`config.mk`:
```
export PLATFORM = sky130hd
export DESIGN_NAME = issue_brt_mc
export DESIGN_NICKNAME = d
export VERILOG_FILES = /design/src/rtl/issue_brt_pkg.sv /design/src/rtl/issue_brt_agesel.sv /design/src/rtl/issue_brt_mc.sv
export SDC_FILE = /design/constraint.sdc
export NUM_CORES = 1
export LEC_CHECK = 0
export ABC_AREA = 0
export BUFFER_PORTS_ARGS = -buffer_cell sky130_fd_sc_hd__buf_2
export CORE_UTILIZATION = 50
export CTS_BUF_LIST = sky130_fd_sc_hd__clkbuf_4 sky130_fd_sc_hd__clkbuf_8
export DETAILED_ROUTE_END_ITERATION = 16
export GPL_TIMING_DRIVEN = 0
export PLACE_DENSITY = 0.68
export SLEW_MARGIN = 10
export SYNTH_ARGS = -nofsm -noshare
export SYNTH_HDL_FRONTEND = slang
export SYNTH_SLANG_ARGS = --single-unit
```
`constraint.sdc`:
```
create_clock -name clk -period 18.7 [get_ports clk]
set_input_delay 2.805 -clock clk [delete_from_list [all_inputs] [get_ports clk]]
set_output_delay 2.805 -clock clk [all_outputs]
set_load 0.1 [all_outputs]
```
`src/rtl/issue_brt_pkg.sv`:
```
// Shared types, default sizes and the age helper for the issue-stage branch-record table.
// Age is the distance of a branch ID from the oldest in-flight ID, modulo the ID space.
package issue_brt_pkg;

    localparam int BRT_BID_W  = 4;
    localparam int BRT_NCH    = 2;
    localparam int BRT_ADDR_W = 32;

    typedef struct packed {
        logic                  valid;
        logic [BRT_BID_W-1:0]  bid;
        logic                  taken;
        logic [BRT_ADDR_W-1:0] target;
    } brt_entry_t;

    // Callers zero-extend IDs to 32 bits; width selects the modulus 2**width.
    function automatic logic [31:0] bid_age(input logic [31:0] bid,
                                            input logic [31:0] head,
                                            input int          width);
        logic [31:0] mask;
        mask = (32'd1 << width) - 32'd1;
        return (bid - head) & mask;
    endfunction

endpackage

```
`src/rtl/issue_brt_agesel.sv`:
```
// Combinational oldest-first selector across resolution channels.
// Equal ages resolve to the lowest channel index.
module issue_brt_agesel
    import issue_brt_pkg::*;
#(
    parameter  int BID_W = BRT_BID_W,
    parameter  int NCH   = BRT_NCH,
    localparam int IDX_W = (NCH > 1) ? $clog2(NCH) : 1
) (
    input  logic [NCH-1:0]       req_i,
    input  logic [NCH*BID_W-1:0] bid_i,
    input  logic [BID_W-1:0]     head_bid_i,
    output logic [NCH-1:0]       gnt_o,
    output logic [IDX_W-1:0]     idx_o
);

    logic [31:0] age_s;
    logic [31:0] best_age_s;
    logic        found_s;

    // Strict less-than keeps the earlier channel on an age tie.
    always_comb begin
        gnt_o      = '0;
        idx_o      = '0;
        age_s      = 32'd0;
        best_age_s = 32'd0;
        found_s    = 1'b0;
        for (int c = 0; c < NCH; c++) begin
            age_s = bid_age(32'(bid_i[c*BID_W +: BID_W]), 32'(head_bid_i), BID_W);
            if (req_i[c] && (!found_s || (age_s < best_age_s))) begin
                found_s    = 1'b1;
                best_age_s = age_s;
                idx_o      = IDX_W'(c);
            end else begin
                found_s    = found_s;
            end
        end
        if (found_s) begin
            gnt_o[idx_o] = 1'b1;
        end else begin
            gnt_o = '0;
        end
    end

endmodule

```
`src/rtl/issue_brt_mc.sv`:
```
// Branch-record table: stores predictions by branch ID, checks NCH resolutions per cycle
// and emits the oldest misprediction as a registered override, squashing younger records.
module issue_brt_mc
    import issue_brt_pkg::*;
#(
    parameter int BID_W  = BRT_BID_W,
    parameter int DEPTH  = 2 ** (BID_W - 1),
    parameter int NCH    = BRT_NCH,
    parameter int ADDR_W = BRT_ADDR_W
) (
    input  logic                  clk,
    input  logic                  resetn,
    input  logic                  i_bp_valid,
    input  logic [BID_W-1:0]      i_bp_bid,
    input  logic                  i_bp_taken,
    input  logic                  i_bp_hit,
    input  logic [ADDR_W-1:0]     i_bp_target,
    input  logic [NCH-1:0]        i_bc_valid,
    input  logic [NCH*BID_W-1:0]  i_bc_bid,
    input  logic [NCH-1:0]        i_bc_taken,
    input  logic [NCH*ADDR_W-1:0] i_bc_target,
    input  logic [BID_W-1:0]      i_head_bid,
    input  logic                  i_flush,
    output logic [NCH-1:0]        o_bc_valid,
    output logic [NCH*BID_W-1:0]  o_bc_bid,
    output logic                  o_bco_valid,
    output logic [BID_W-1:0]      o_bco_bid,
    output logic                  o_bco_taken,
    output logic [ADDR_W-1:0]     o_bco_target,
    output logic                  o_stale
);

    localparam int IW = BID_W - 1;
    localparam int CW = (NCH > 1) ? $clog2(NCH) : 1;

    logic              bp_valid_q;
    logic [BID_W-1:0]  bp_bid_q;
    logic              bp_taken_q;
    logic [ADDR_W-1:0] bp_target_q;

    logic [DEPTH-1:0]  ent_valid_q;
    logic [DEPTH-1:0]  ent_valid_d;
    logic [BID_W-1:0]  ent_bid_q    [DEPTH];
    logic              ent_taken_q  [DEPTH];
    logic [ADDR_W-1:0] ent_target_q [DEPTH];

    logic [BID_W-1:0]  bc_bid_s    [NCH];
    logic [ADDR_W-1:0] bc_target_s [NCH];
    logic [NCH-1:0]    match_s, ovr_s, stale_s, gnt_s;
    logic [CW-1:0]     sel_s;
    logic [IW-1:0]     lk_idx_s;
    logic              lk_valid_s, lk_taken_s;
    logic [BID_W-1:0]  lk_bid_s, row_bid_s;
    logic [ADDR_W-1:0] lk_target_s;
    logic              any_ovr_s, wr_en_s;
    logic [31:0]       sel_age_s;

    for (genvar c = 0; c < NCH; c++) begin : g_unpack
        assign bc_bid_s[c]    = i_bc_bid[c*BID_W +: BID_W];
        assign bc_target_s[c] = i_bc_target[c*ADDR_W +: ADDR_W];
    end

    // Per-channel lookup; a record still in the input register bypasses the array.
    always_comb begin
        match_s     = '0;
        ovr_s       = '0;
        stale_s     = '0;
        lk_idx_s    = '0;
        lk_valid_s  = 1'b0;
        lk_bid_s    = '0;
        lk_taken_s  = 1'b0;
        lk_target_s = '0;
        for (int c = 0; c < NCH; c++) begin
            lk_idx_s = bc_bid_s[c][IW-1:0];
            if (bp_valid_q && (bp_bid_q[IW-1:0] == lk_idx_s)) begin
                lk_valid_s  = 1'b1;
                lk_bid_s    = bp_bid_q;
                lk_taken_s  = bp_taken_q;
                lk_target_s = bp_target_q;
            end else begin
                lk_valid_s  = ent_valid_q[lk_idx_s];
                lk_bid_s    = ent_bid_q[lk_idx_s];
                lk_taken_s  = ent_taken_q[lk_idx_s];
                lk_target_s = ent_target_q[lk_idx_s];
            end
            match_s[c] = i_bc_valid[c] && lk_valid_s && (lk_bid_s == bc_bid_s[c]);
            ovr_s[c]   = match_s[c] && ((i_bc_taken[c] != lk_taken_s) ||
                         (i_bc_taken[c] && (bc_target_s[c] != lk_target_s)));
            stale_s[c] = i_bc_valid[c] && !match_s[c];
        end
    end

    issue_brt_agesel #(
        .BID_W (BID_W),
        .NCH   (NCH)
    ) u_agesel (
        .req_i      (ovr_s),
        .bid_i      (i_bc_bid),
        .head_bid_i (i_head_bid),
        .gnt_o      (gnt_s),
        .idx_o      (sel_s)
    );

    assign any_ovr_s = |gnt_s;
    assign sel_age_s = bid_age(32'(bc_bid_s[sel_s]), 32'(i_head_bid), BID_W);
    assign wr_en_s   = bp_valid_q && !i_flush &&
                       !(any_ovr_s && (bid_age(32'(bp_bid_q), 32'(i_head_bid), BID_W) > sel_age_s));

    // Valid update order: write, consume resolved records, squash younger, then flush.
    always_comb begin
        ent_valid_d = ent_valid_q;
        row_bid_s   = '0;
        if (wr_en_s) begin
            ent_valid_d[bp_bid_q[IW-1:0]] = 1'b1;
        end else begin
            ent_valid_d = ent_valid_d;
        end
        for (int c = 0; c < NCH; c++) begin
            if (match_s[c]) begin
                ent_valid_d[bc_bid_s[c][IW-1:0]] = 1'b0;
            end else begin
                ent_valid_d = ent_valid_d;
            end
        end
        for (int i = 0; i < DEPTH; i++) begin
            row_bid_s = (wr_en_s && (bp_bid_q[IW-1:0] == IW'(i))) ? bp_bid_q : ent_bid_q[i];
            if (any_ovr_s && (bid_age(32'(row_bid_s), 32'(i_head_bid), BID_W) > sel_age_s)) begin
                ent_valid_d[i] = 1'b0;
            end else begin
                ent_valid_d[i] = ent_valid_d[i];
            end
        end
        if (i_flush) begin
            ent_valid_d = '0;
        end else begin
            ent_valid_d = ent_valid_d;
        end
    end

    // Control state and output flags.
    always_ff @(posedge clk) begin
        if (!resetn) begin
            bp_valid_q  <= 1'b0;
            ent_valid_q <= '0;
            o_bc_valid  <= '0;
            o_bco_valid <= 1'b0;
            o_stale     <= 1'b0;
        end else begin
            bp_valid_q  <= i_bp_valid;
            ent_valid_q <= ent_valid_d;
            o_bc_valid  <= i_bc_valid;
            o_bco_valid <= any_ovr_s && !i_flush;
            o_stale     <= o_stale | (|stale_s);
        end
    end

    // Data path registers are deliberately left without reset.
    always_ff @(posedge clk) begin
        bp_bid_q    <= i_bp_bid;
        bp_taken_q  <= i_bp_taken & i_bp_hit;
        bp_target_q <= i_bp_target;
        if (wr_en_s) begin
            ent_bid_q[bp_bid_q[IW-1:0]]    <= bp_bid_q;
            ent_taken_q[bp_bid_q[IW-1:0]]  <= bp_taken_q;
            ent_target_q[bp_bid_q[IW-1:0]] <= bp_target_q;
        end
        o_bc_bid     <= i_bc_bid;
        o_bco_bid    <= bc_bid_s[sel_s];
        o_bco_taken  <= i_bc_taken[sel_s];
        o_bco_target <= bc_target_s[sel_s];
    end

endmodule

```
After elaboration in Yosys (flattened, before gate mapping)
Memory sizes are Yosys's and may differ from the RTL's.
Index checks and enable logic that the tools add are counted.

word-level totals
  output and inout bits = 49
  memories kept = 3
  bits in writable memories = 296
  logic and storage cells = 179
  bits in latches = 0
  memory bits (read-only) = 0
  input bits = 122
  register bits after elaboration = 95

memory list
  name          words  bits a word  rd ports  clocked after memory_dff  write ports  line                RTL
  ent_target_q  8      32           2         0                         1            issue_brt_mc.sv:45  logic [ADDR_W-1:0] ent_target_q [DEPTH];
  ent_bid_q     8      4            10        0                         1            issue_brt_mc.sv:43  logic [BID_W-1:0] ent_bid_q [DEPTH];
  ent_taken_q   8      1            2         0                         1            issue_brt_mc.sv:44  logic ent_taken_q [DEPTH];

cells by class
  reduce and logical (&&, ||, !) cells = 56
  eq/ne operators = 15
  multiply operators = 0
  bitwise operators = 9
  divide/modulo/power cells = 0
  $add $sub $neg = 12
  order comparisons = 19
  muxes and demuxes = 46
  shifts and indexed selects = 0

operators by type and width
  kind                                                                count
  2-to-1 mux 32 bit                                                   5
  inequality test 32 bit                                              2
  2-to-1 mux 4 bit                                                    14
  subtractor 4 bit                                                    12
  logical AND 1 bit                                                   37
  greater-than comparator 4 bit                                       9
  less-than comparator 4 x 32 -> 1 bit                                1
  2-to-1 mux 8 bit                                                    3
  OR reduction 3 bit                                                  8
  2-to-1 mux 1 bit                                                    17
  AND 8 bit                                                           2
  inverter 8 bit                                                      2
  equality test 3 bit (second input constant)                         4
  less-than comparator 3 x 4 -> 1 bit (second input constant)         3
  demux 1 bit (select 3 bit)                                          3
  greater-or-equal comparator 3 x 1 -> 1 bit (second input constant)  3
  equality test 4 bit                                                 2
  bitwise OR 8 bit                                                    1
  binary-select mux 1 bit (select 3 bit)                              2
  equality test 3 x 2 -> 1 bit (second input constant)                2
  equality test 3 bit                                                 2
  logical NOT 1 bit                                                   5
  OR reduction 2 bit                                                  2
  equality test 3 x 1 -> 1 bit (second input constant)                1
  other kinds (12)                                                    15

Depth between registers and ports, before layout
  word-level depth = 27
  mapped depth = 50
  mapped depth without buffers = 44

By module
A second synthesis with hierarchy kept.

unflattened totals
  cell total of the unflattened synthesis = 1472
  area, all modules = 20409.6 um^2

by module, submodules not included
  module            times used  cells an instance  sequential area each (um^2)  area each (um^2)
  issue_brt_mc      1           1431               10790.3                      20080.5
  issue_brt_agesel  1           41                 0.0                          329.1

Worst setup path before layout
OpenSTA, ideal clock, no wires.

  path kind = input -> register
  start = in i_bc_bid[0]
  end = reg ent_valid_q[4]
  library setup time = 0.119 ns
  stages = 45
  buffers on the path = 5
  data arrival time = 11.813 ns
  data required time = 18.581 ns
  slack = 6.768 ns
  path through = buf_6 -> buf_6 -> buf_6 -> inv_2 -> buf_4 -> o221ai_1 -> a221o_1 -> a211o_1 -> a211o_1 -> a21oi_1 -> a21boi_1 -> nand2_1 -> ha_1 -> a21oi_1 -> nor2b_1 -> o21ai_0 -> nand2b_1 -> a21oi_4 -> (+9 left out) -> o21ai_0 -> nor2_1 -> o21ai_0 -> inv_1 -> nand2_1 -> a31oi_4 -> nor4b_4 -> nor2_1 -> ha_1 -> a21o_1 -> a21oi_1 -> xor2_1 -> xnor2_1 -> ha_1 -> nand3_1 -> o21ai_0 -> o22ai_1 -> o221a_2

between the ends
  cells in the longest elaborated chain, start to end = 27
  elaborated cells on any way between the ends = 61
  classes of those cells = add/sub (3); order compare (7); eq/ne (4); mux (22); bitwise (4); reduce/logical (18); memory (3)

ends and longest elaborated chain
  what                                                                          line                 RTL
  start, declared                                                               issue_brt_mc.sv:19   input logic [NCH*BID_W-1:0] i_bc_bid,
  parallel branches: the longest is 27 deep, another holds memory (8 x 32 bit)  -
  end signal, assigned                                                          issue_brt_mc.sv:150  ent_valid_q <= ent_valid_d;
  end, declared                                                                 issue_brt_mc.sv:41   logic [DEPTH-1:0] ent_valid_q;

Parallel ways; which one is timed is not known. The select of a mux whose other input is x is not followed.
A chain may end at the register's enable or synchronous reset.

Final worst setup path
  start = in i_bc_bid[1]
  end = reg ent_valid_q[6]

The elaborated chain is that of the path after synthesis.

==> summary.md <==
| Metric | Value |
|---|---|
| Outcome | `completed` |
| Reg power frac | `0.432` |
| Worst Hold Class | `flip-flop to flip-flop` |
| Internal power component | `1.59 mW` |
| Synth top area cells | `sky130_fd_sc_hd__edfxtp_1, sky130_fd_sc_hd__dfxtp_1, sky130_fd_sc_hd__mux4_2` |
| Dpl cells | `2335` |
| Fraction of layout cells with a size suffix above 1 | `0.287` |
| Startpoint of the tightest hold check path | `o_stale` |
| FF-to-FF Start | `bp_bid_q[1]` |
| Layout Skew | `0.0471 ns` |
| RSZ-0062 raised after global routing | `false` |
| Most common cell after layout, fill and taps aside | `sky130_fd_sc_hd__edfxtp_1` |
| Width of the die | `207 µm` |
| Max-cap violations | `0` |
| Final Hold Viols | `0` |
| Shortest period the worst path allows | `14.57 ns` |
| Peak supply drop | `66.4 µV` |
| Count of flip-flops with a built-in enable after synthesis | `296` |
| TritonCTS sink count | `391` |
| Worst-Skew Late Latency | `0.67 ns` |
| Worst Path Buf+Inv | `7` |
| Area of the core | `41200 µm²` |
| Biggest area consumer among synthesized cells | `sky130_fd_sc_hd__edfxtp_1` |
| Post-synthesis net count | `1813` |
| Total detailed-routing wirelength | `80.1 mm` |
| Global-route wire length before repair | `113 mm` |
| Endpoint of the lowest-slack register-to-register path | `ent_valid_q[6]` |
| Total DRC errors in the routed layout | `0` |
| Internal reg-to-reg setup slack | `6.45 ns` |
| Total of endpoints with negative setup slack in the final report | `0` |
| Fraction of met1 tracks used by global routing | `0.493` |
| CTS clk-pin slew, worst paths | `0.06 ns` |
| Via count of the routed design | `16664` |
| Share of power burned in combinational logic | `0.163` |
| Most utilized layer in the global route result | `met2` |
| Initial antenna violation count | `2` |
| Die extent in y | `207 µm` |
| Dpl hpwl | `57.2 mm` |
| Met3 usage | `0.0871` |
| Filler cells | `3297` |
| Post-CTS Hold Fix Bufs | `0` |
| Count of placed standard cells in the final layout, fillers left out | `2463` |
| Switching part of the total power | `0.287` |
| Power density over the cells | `91.0 nW/µm²` |
| Fraction of met2 tracks used by global routing | `0.550` |
| CTS resizes | `0` |
| Aggregate global-route resource usage | `0.372` |
| Largest buffer count on any clock path | `3` |
| Iteration count of the initial detailed-routing pass | `6` |
| Total of flip-flops plus latches after synthesis | `391` |
| Post-route clock period utilization | `0.779` |
| Critical-path cell with the highest stage delay | `sky130_fd_sc_hd__xnor2_1` |
| Design Power | `2.23 mW` |
| Critical path required time | `19.21 ns` |
| Initial DRC Count | `2446` |
| Most frequent cells in the layout | `sky130_fd_sc_hd__edfxtp_1, sky130_fd_sc_hd__buf_2, sky130_fd_sc_hd__dfxtp_1` |
| Transition time of the tightest slew-check pin | `1.30 ns` |
| Total standard cell area after synthesis | `21100 µm²` |
| Maximum fanout count along the critical path | `42` |
| Via density per instance | `6.77` |
| Switching Power | `0.638 mW` |
| Row cnt | `74` |
| First element of the critical path | `i_bc_bid[1]` |
| Most common cell on crit path | `sky130_fd_sc_hd__ha_1` |
| Avg Inst Size Synth | `13.1 µm²` |
| Cell class contributing the biggest share of worst-path delay | `compound AO/OA/AOI/OAI gates` |
| Hold Slack | `0.512 ns` |
| Routability-driven placement congestion ratio | `1.02` |
| Vias in the first global route | `16238` |
| Total negative slack for setup checks | `0 ns` |
| Number of cells produced by synthesis | `1613` |
| Leakage | `9.24 nW` |
| Die Footprint | `42900 µm²` |
| CTS root buffer | `sky130_fd_sc_hd__clkbuf_8` |
| Slew Limit Fails | `0` |
| Initial cell density of the core | `0.511` |
| Routed wire per std cell | `32.5 µm` |
| Number of I/O port buffers | `170` |
| Proportion of synthesized flip-flops having asynchronous set or reset | `0` |
| Number of buffers added for setup after CTS | `0` |
| TritonCTS buffer count | `69` |
| Crit path kind | `input port to flip-flop` |
| Arrival time of the worst setup path | `15.08 ns` |
| Unique cell type count in the Yosys netlist | `90` |
| Number of nets still failing antenna checks after routing | `0` |
| Area added between synthesis and finish | `16.2%` |
| Hold Path Stages | `2` |
| Predominant post-synthesis flop cell | `sky130_fd_sc_hd__edfxtp_1` |
| Total number of H-tree levels | `3` |
| CTS tree | `built` |
| Crit start category | `input port` |
| Pin count of the biggest net entering global routing | `43` |
| Headroom to the max-slew limit | `0.137` |
| Total global routing overflow | `0` |
| I/O pin count | `171` |
| Synth top area share | `0.422` |
| Fmax achieved | `0.0686 GHz` |
| Number of warnings reported in the yosys synthesis log | `0` |
| Antenna diodes | `0` |
| Final #Nets | `2074` |
| Worst reg2reg path depth | `45` |
| Type of destination of the critical path | `flip-flop` |
| Biggest cell delay along the critical path | `0.93 ns` |
| Portion of the post-synthesis area used by sequential elements | `0.512` |
| Endpoint with the worst hold slack | `o_stale` |
| Clk network pwr share | `0.404` |
[how the worst max path moves through the flow]
stage,endpoint,slack (ns),cells after the start
2_1_floorplan,ent_valid_q[4],6.77,45
3_3_place_gp,ent_valid_q[4],1.75,44
3_5_place_dp,ent_valid_q[6],3.81,47
4_1_cts,ent_valid_q[6],4.48,47
5_1_grt,ent_valid_q[6],3.74,49
6_report,ent_valid_q[6],4.13,47
[logic make-up (layout without fill, tap and decap cells)]
family,Yosys count,after routing,share of synthesized area
AND/OR/NAND/NOR,299,299,0.0793
flip-flops,391,391,0.512
XOR/XNOR,121,121,0.0503
multiplexers,230,230,0.153
adder cells (fa/ha/maj),85,85,0.0540
buffers and inverters,166,484,0.0376
AO/OA/AOI/OAI,321,321,0.114
[routing by layer]
metal / wire length [µm] / part of all wire
met5: 29 / 0.00036
met3: 10300 / 0.13
met2: 34700 / 0.43
met1: 29800 / 0.37
met4: 5300 / 0.066
[worst min-delay path, stage by stage, from the launching register on]
cell and delay, ns:
sky130_fd_sc_hd__dfxtp_1 0.33, sky130_fd_sc_hd__a221oi_1 0.05, sky130_fd_sc_hd__nor2b_1 0.10
[state kept, by name, summed over array words and instances, names as in the netlist]
register / cells
bp_valid_q: 1
o_bco_taken: 1
o_bco_valid: 1
bp_bid_q: 4
bp_target_q: 32
o_stale: 1
o_bc_valid: 2
ent_bid_q: 32
ent_taken_q: 8
o_bco_bid: 4
ent_target_q: 256
o_bc_bid: 8
o_bco_target: 32
ent_valid_q: 8
bp_taken_q: 1
[power by group through the flow]
stage | Clock (mW) | Combinational (mW) | Sequential (mW)
2_1_floorplan | 0 | 0.182 | 1.02
3_3_place_gp | 0 | 0.344 | 0.980
3_5_place_dp | 0 | 0.351 | 0.980
4_1_cts | 0.901 | 0.353 | 0.962
5_1_grt | 0.937 | 0.379 | 0.964
6_report | 0.900 | 0.364 | 0.963
[cells in the mapped netlist (9+ instances only)]
master,count
sky130_fd_sc_hd__nor3_1,14
sky130_fd_sc_hd__inv_1,73
sky130_fd_sc_hd__a31oi_1,10
sky130_fd_sc_hd__ha_1,66
sky130_fd_sc_hd__nor2_1,55
sky130_fd_sc_hd__nor2b_1,21
sky130_fd_sc_hd__buf_2,39
sky130_fd_sc_hd__a211oi_1,15
sky130_fd_sc_hd__o22ai_1,45
sky130_fd_sc_hd__nor4_1,14
sky130_fd_sc_hd__mux2_2,75
sky130_fd_sc_hd__nand4_1,13
sky130_fd_sc_hd__a22oi_1,17
sky130_fd_sc_hd__a21o_1,14
sky130_fd_sc_hd__o221ai_1,28
sky130_fd_sc_hd__dfxtp_1,95
sky130_fd_sc_hd__nor3b_1,9
sky130_fd_sc_hd__mux2i_1,86
sky130_fd_sc_hd__buf_4,14
sky130_fd_sc_hd__buf_6,9
sky130_fd_sc_hd__nand2b_1,28
sky130_fd_sc_hd__nand3_1,18
sky130_fd_sc_hd__o21ai_0,39
sky130_fd_sc_hd__xor2_1,63
sky130_fd_sc_hd__mux4_2,65
sky130_fd_sc_hd__a21oi_1,36
sky130_fd_sc_hd__o22a_1,11
sky130_fd_sc_hd__a221oi_1,15
sky130_fd_sc_hd__clkbuf_1,19
sky130_fd_sc_hd__nand2_1,66
sky130_fd_sc_hd__fa_1,12
sky130_fd_sc_hd__xnor2_1,58
sky130_fd_sc_hd__buf_1,9
sky130_fd_sc_hd__or2_2,12
sky130_fd_sc_hd__edfxtp_1,296
[layout make-up]
| cell class | instances | area [µm²] | area share |
|---|---|---|---|
| buffer | 90 | 514 | 0.0210 |
| clock buffer | 106 | 1360 | 0.0555 |
| clock inverter | 22 | 239 | 0.00977 |
| inverter | 76 | 285 | 0.0117 |
| multi-input combinational | 1056 | 9480 | 0.387 |
| sequential | 391 | 10800 | 0.441 |
| tap | 532 | 666 | 0.0272 |
| timing repair buffer | 190 | 1140 | 0.0467 |
[stage by stage]
step / util / worst slack [ns] / cell area, µm²
final: 0.594 / 4.13 / 24500
after CTS: 0.594 / 4.48 / 24500
after global routing: 0.594 / 3.74 / 24500
after global placement: 0.548 / 1.75 / 22600
after floorplan: - / 6.77 / 21100
after detailed placement: 0.555 / 3.81 / 22900
No activity file was read; power rests on OpenSTA's default activity.
